===== src/rtl/mem_arb_pkg.sv =====
// Shared definitions for mem_port_arbiter: FSM state encoding, grant ids and a
// saturating increment used by the optional performance counters.
package mem_arb_pkg;

  typedef enum logic [1:0] {
    IDLE    = 2'd0,
    BUSY_IF = 2'd1,
    BUSY_D  = 2'd2
  } arb_state_t;

  localparam logic GNT_IF = 1'b0;
  localparam logic GNT_D  = 1'b1;

  function automatic logic [31:0] sat_inc32(input logic [31:0] v, input logic en);
    return (en && (v != '1)) ? v + 32'd1 : v;
  endfunction

endpackage


===== src/rtl/mem_arb_perf.sv =====
// Saturating event counters for mem_port_arbiter (fetch stalls, data stalls,
// arbitration conflicts); only instantiated when ARB_PERF_CNT_EN is defined.
module mem_arb_perf
  import mem_arb_pkg::*;
(
  input  logic        clk,
  input  logic        reset,
  input  logic        i_if_stall,
  input  logic        i_d_stall,
  input  logic        i_conflict,
  output logic [31:0] o_if_stall_cnt,
  output logic [31:0] o_d_stall_cnt,
  output logic [31:0] o_conflict_cnt
);

  logic [31:0] r_if_stall_cnt;
  logic [31:0] r_d_stall_cnt;
  logic [31:0] r_conflict_cnt;

  always_ff @(posedge clk) begin
    if (reset) begin
      r_if_stall_cnt <= '0;
      r_d_stall_cnt  <= '0;
      r_conflict_cnt <= '0;
    end else begin
      r_if_stall_cnt <= sat_inc32(r_if_stall_cnt, i_if_stall);
      r_d_stall_cnt  <= sat_inc32(r_d_stall_cnt, i_d_stall);
      r_conflict_cnt <= sat_inc32(r_conflict_cnt, i_conflict);
    end
  end

  assign o_if_stall_cnt = r_if_stall_cnt;
  assign o_d_stall_cnt  = r_d_stall_cnt;
  assign o_conflict_cnt = r_conflict_cnt;

endmodule


===== src/rtl/mem_port_arbiter.sv =====
// Round-robin arbiter sharing one single-ported memory between fetch and data
// ports, with optional wait timeout. Define ARB_PERF_CNT_EN for perf counters.
module mem_port_arbiter
  import mem_arb_pkg::*;
#(
  parameter int unsigned ADDR_W   = 32,
  parameter int unsigned DATA_W   = 32,
  parameter int unsigned MAX_WAIT = 255
) (
  input  logic              clk,
  input  logic              reset,
  input  logic              if_req,
  input  logic [ADDR_W-1:0] if_addr,
  output logic              if_valid,
  output logic [DATA_W-1:0] if_rdata,
  input  logic              d_req,
  input  logic              d_we,
  input  logic [ADDR_W-1:0] d_addr,
  input  logic [DATA_W-1:0] d_wdata,
  output logic              d_valid,
  output logic [DATA_W-1:0] d_rdata,
  output logic              if_err,
  output logic              d_err,
  output logic              mem_req,
  output logic              mem_we,
  output logic [ADDR_W-1:0] mem_addr,
  output logic [DATA_W-1:0] mem_wdata,
  input  logic [DATA_W-1:0] mem_rdata,
  input  logic              mem_ready
`ifdef ARB_PERF_CNT_EN
  ,
  output logic [31:0]       perf_if_stall,
  output logic [31:0]       perf_d_stall,
  output logic [31:0]       perf_conflict
`endif
);

  localparam int unsigned CNT_W = (MAX_WAIT > 0) ? $clog2(MAX_WAIT + 1) : 1;
  localparam logic [CNT_W-1:0] CNT_LAST = (MAX_WAIT > 0) ? CNT_W'(MAX_WAIT - 1) : '0;

  arb_state_t        r_state;
  logic              r_last_gnt;
  logic [CNT_W-1:0]  r_cnt;
  logic              r_if_valid, r_d_valid, r_if_err, r_d_err;
  logic [DATA_W-1:0] r_if_rdata, r_d_rdata;
  logic              r_mem_req, r_mem_we;
  logic [ADDR_W-1:0] r_mem_addr;
  logic [DATA_W-1:0] r_mem_wdata;

  logic w_if_elig, w_d_elig, w_gnt_any, w_gnt_d, w_done, w_timeout;

  // A port is ignored in the cycle its completion pulse is out, so a requester
  // that only drops req after seeing the pulse is never served twice.
  assign w_if_elig = if_req & ~r_if_valid & ~r_if_err;
  assign w_d_elig  = d_req & ~r_d_valid & ~r_d_err;
  assign w_gnt_any = w_if_elig | w_d_elig;
  assign w_gnt_d   = w_d_elig & (~w_if_elig | (r_last_gnt == GNT_IF));
  assign w_done    = mem_ready & r_mem_req;
  assign w_timeout = (MAX_WAIT > 0) && (r_cnt == CNT_LAST);

  always_ff @(posedge clk) begin
    if (reset) begin
      r_state     <= IDLE;
      r_last_gnt  <= GNT_D;
      r_cnt       <= '0;
      r_if_valid  <= 1'b0;
      r_d_valid   <= 1'b0;
      r_if_err    <= 1'b0;
      r_d_err     <= 1'b0;
      r_if_rdata  <= '0;
      r_d_rdata   <= '0;
      r_mem_req   <= 1'b0;
      r_mem_we    <= 1'b0;
      r_mem_addr  <= '0;
      r_mem_wdata <= '0;
    end else begin
      r_if_valid <= 1'b0;
      r_d_valid  <= 1'b0;
      r_if_err   <= 1'b0;
      r_d_err    <= 1'b0;
      case (r_state)
        IDLE: begin
          if (w_gnt_any) begin
            r_state    <= w_gnt_d ? BUSY_D : BUSY_IF;
            r_last_gnt <= w_gnt_d ? GNT_D : GNT_IF;
            r_cnt      <= '0;
            r_mem_req  <= 1'b1;
            r_mem_we   <= w_gnt_d & d_we;
            r_mem_addr <= w_gnt_d ? d_addr : if_addr;
            if (w_gnt_d) r_mem_wdata <= d_wdata;
          end
        end
        BUSY_IF, BUSY_D: begin
          if (w_done) begin
            r_mem_req <= 1'b0;
            r_state   <= IDLE;
            if (r_state == BUSY_IF) begin
              r_if_rdata <= mem_rdata;
              r_if_valid <= 1'b1;
            end else begin
              if (!r_mem_we) r_d_rdata <= mem_rdata;
              r_d_valid <= 1'b1;
            end
          end else if (w_timeout) begin
            r_mem_req <= 1'b0;
            r_state   <= IDLE;
            r_cnt     <= r_cnt + CNT_W'(1);
            if (r_state == BUSY_IF) r_if_err <= 1'b1;
            else                    r_d_err  <= 1'b1;
          end else if (MAX_WAIT > 0) begin
            r_cnt <= r_cnt + CNT_W'(1);
          end
        end
        default: r_state <= IDLE;
      endcase
    end
  end

  assign if_valid  = r_if_valid;
  assign if_rdata  = r_if_rdata;
  assign d_valid   = r_d_valid;
  assign d_rdata   = r_d_rdata;
  assign if_err    = r_if_err;
  assign d_err     = r_d_err;
  assign mem_req   = r_mem_req;
  assign mem_we    = r_mem_we;
  assign mem_addr  = r_mem_addr;
  assign mem_wdata = r_mem_wdata;

`ifdef ARB_PERF_CNT_EN
  logic w_if_stall, w_d_stall, w_conflict;

  assign w_if_stall = if_req & ~r_if_valid;
  assign w_d_stall  = d_req & ~r_d_valid;
  assign w_conflict = (r_state == IDLE) & w_if_elig & w_d_elig;

  mem_arb_perf u_perf (
    .clk            (clk),
    .reset          (reset),
    .i_if_stall     (w_if_stall),
    .i_d_stall      (w_d_stall),
    .i_conflict     (w_conflict),
    .o_if_stall_cnt (perf_if_stall),
    .o_d_stall_cnt  (perf_d_stall),
    .o_conflict_cnt (perf_conflict)
  );
`endif

endmodule


===== config.mk =====
export PLATFORM = sky130hd
export DESIGN_NAME = mem_port_arbiter
export DESIGN_NICKNAME = d
export VERILOG_FILES = /design/src/rtl/mem_arb_pkg.sv /design/src/rtl/mem_arb_perf.sv /design/src/rtl/mem_port_arbiter.sv
export SDC_FILE = /design/constraint.sdc
export NUM_CORES = 1
export LEC_CHECK = 0
export CORE_MARGIN = 1
export CORE_UTILIZATION = 43
export DETAILED_ROUTE_END_ITERATION = 10
export PLACE_DENSITY = 0.85
export SLEW_MARGIN = 30
export SYNTH_ARGS = -nofsm -noshare
export SYNTH_HDL_FRONTEND = slang
export SYNTH_SLANG_ARGS = --single-unit
export TNS_END_PERCENT = 50

===== constraint.sdc =====
create_clock -name clk -period 3.95 [get_ports clk]
set_input_delay 0.79 -clock clk [delete_from_list [all_inputs] [get_ports clk]]
set_output_delay 0.79 -clock clk [all_outputs]
set_load 0.01 [all_outputs]

==> results.env <==
LAYOUT.CORE_UTILIZATION=0.726
WL_PER_CELL_UM=15.7
DETAILROUTE.VIA_COUNT=5482
ROW_CNT=40
CTS_TREE='built'
WORST_SETUP_HOLD_PATH_CLK_SLEW_PS=60
GRT_SETUP_UNREPAIRED='no'
INITIAL_CORE_UTIL=0.442
CRITPATHREQUIREDTIME_PS=4290
POSTLAYOUTCELLAREA_UM2=8760
SYN2LAYOUT_AREA_GROWTH_PCT=64.4
CTS_MADE_BUFFERS=17
DP_HPWL_MM=12.0
WIRELENGTH_MM=16.6
FILLCELLCOUNT=877
GRT_START_MAX_NET_PINS=61
DIE_AREA_UM2=12800
YOSYSMOSTFREQUENTCELL='nand2_1'
YS_SEQ_AREA_FRAC=0.545
ANTENNA_VIOLATIONS_BEFORE_REPAIR=0
MAX_FREQ_GHz=0.405
WORST_SETUP_PATH_END_KIND='flop'
YOSYS_REGISTER_BITS=145
YS_TYPES=37
POSTCTSSETUPBUFFERS=0
NUM-NETS-FINAL=1012
NETLIST_INSTANCES=623
WORST_EP_ARRIVAL_TIME_PS=2810
YOSYS_WARNINGS=0
TIGHTESTPINTRANSITION_PS=641
IR_WORST_VDD_uV=257
MAX-SLEW-MARGIN-REL=0.572
CLOCK_LATENCY_PS=410
ASYNC_FLOP_SHARE=0
CLOCK-SINKS=145
PLACE_WS_PS=1060
GR-TOTAL-OVERFLOW=0
POST_SYNTH_INSTANCE_AREA_UM2=5330
MIN_PATH_TYPE='reg -> reg'
SYN_AVG_CELL_AREA_UM2=8.55
CTS_REPAIR_RESIZES=0
DRT_ITER0_MARKERS=416
P_LEAK_nW=3.14
VIASPERCELL=5.20
CTS.PATH.MAX_BUFFERS=2
YS.FLOP_TYPE='dfxtp_1'
TOTAL_POWER_DENSITY_PER_CELL_AREA_nW_PER_UM2=478
MAXCAPVIOLATIONS=0
GLOBALPLACE.CONGESTION=0.808
SYNTH_TOP_AREA_SHARE=0.545
CP_MAX_FO=15
WIRE_LENGTH_OF_THE_FIRST_GLOBAL_ROUTING_PASS_MM=25.9
FINAL_ANTENNA_NET_COUNT=0
DIE_H_UM=113
FIN_SKEW_PS=14.7
SYNTH.TOP_CELLS.BY_AREA='dfxtp_1, nand2_1, a21oi_1'
SYN-NUM-NETS=761
GRT_UTIL_ALL_LAYERS=0.259
SYNTH.LARGEST_AREA_CELL='dfxtp_1'
PERIOD_MINUS_SLACK_PS=2470
ANTENNA_CELLS_INSERTED=0
CRITICAL_PATH.STARTPOINT_TYPE='input pin'
DETAIL_ROUTE.DRC_VIOLATIONS=0
SYNTH.TOP_CELLS.BY_COUNT='nand2_1, dfxtp_1, a21oi_1, clkbuf_1, and2_1'
PLACE_AREA_UM2=8120
HOLD_VIOL_FINAL=0
GRT_PASS1_VIAS=5373
HOLDBUFCOUNTCTS=0
DR.PASS1.ITERS=5
CTS_ROOT_BUF='clkbuf_16'
FIN_TNS_SETUP_PS=0
DRIVE_ABOVE_1_SHARE=0.0620
FINALSETUPVIOLATIONS=0
RUN_STATUS='complete, no violations'
DIE_WIDTH_UM=113
HTREE_LEVELS=4
NUMBER_OF_PORT_BUFFERS=267
FIN_WS_PS=1480
DRV_SLEW=0
IO_PINS=268
SYNTH-EDFF-COUNT=0
MIN_PERIOD_OVER_PERIOD=0.625
SETUP.WORST_PATH.CLASS='in -> reg'
POWER_mW=4.19
CORE_REGION_AREA_UM2=12100
worst paths after layout:
check                                to                        from  slack, ps  cells after the start
max               r_cnt[5]$_SDFFE_PP0P_                       d_req       1480                      5
min          mem_wdata[17]$_SDFFE_PP0P_  mem_wdata[17]$_SDFFE_PP0P_        450                      2
max reg2reg   if_rdata[20]$_SDFFE_PP0P_     r_state[0]$_SDFFE_PP0P_       1770                      7
min reg2reg  mem_wdata[17]$_SDFFE_PP0P_  mem_wdata[17]$_SDFFE_PP0P_        450                      2
layout by cell type (no fill, tap or decap), drive strengths merged, types with 3 or more instances in the layout:
cell type / n
ha: 4
nor3: 3
clkbuf: 18
a221o: 32
clkdlybuf4s50: 266
or3b: 3
and2: 34
or3: 7
clkinv: 5
inv: 9
nor2: 7
nand3: 3
nand2: 199
dfxtp: 145
a21oi: 104
buf: 10
bufinv: 4
o21ai: 9
cell families (layout without fill, tap and decap cells):
| family | after synthesis | in the layout | synth area share |
|---|---|---|---|
| AND/OR/NAND/NOR | 272 | 272 | 0.230 |
| AO/OA/AOI/OAI | 151 | 151 | 0.177 |
| flip-flops | 145 | 145 | 0.545 |
| buffers and inverters | 49 | 313 | 0.0359 |
| adder cells (fa/ha/maj) | 4 | 4 | 0.00939 |
| XOR/XNOR | 1 | 1 | 0.00164 |
| multiplexers | 1 | 1 | 0.00211 |
layout make-up:
| cell class | count | area, um2 | area share |
|---|---|---|---|
| Sequential cell | 145 | 2900 | 0.331 |
| Timing Repair Buffer | 276 | 2740 | 0.313 |
| Multi-Input combinational cell | 429 | 2250 | 0.257 |
| Clock buffer | 18 | 429 | 0.0490 |
| Tap cell | 168 | 210 | 0.0240 |
| Clock inverter | 14 | 205 | 0.0234 |
| Inverter | 5 | 18.8 | 0.00214 |
per-layer routing:
metal  vias up  global-route usage  share of wire  routed length (um)
met1      2540               0.277           0.38                6320
met2       274               0.465           0.51                8490
met4         0               0.147          0.037                 615
li1       2620                   -              -                   -
met3        48              0.0659          0.068                1130
met5         -                   0              0                   0
stage by stage:
step	hold slack, ps	std cells
floorplan	454	623
global placement	441	1023
detailed placement	445	1023
CTS	454	1055
global route	465	1055
finish	453	1055
flip-flops by register name, indices dropped and copies added, names as in the netlist, 2 cells and up:
name and count:
if_rdata 32, r_state 2, d_rdata 32, r_cnt 8
mem_addr 32, mem_wdata 32
worst max-delay path: stages:
cell and delay (ps):
clkdlybuf4s50_1 490, or3b_1 390, a311o_2 510, or3_2 470, a21oi_1 150
where the power goes:
| part | switching [mW] | internal [mW] |
|---|---|---|
| combinational | 0.377 | 0.443 |
| sequential | 0.0737 | 1.59 |
| clock | 0.636 | 1.07 |
No activity file was read; power rests on OpenSTA's default activity.
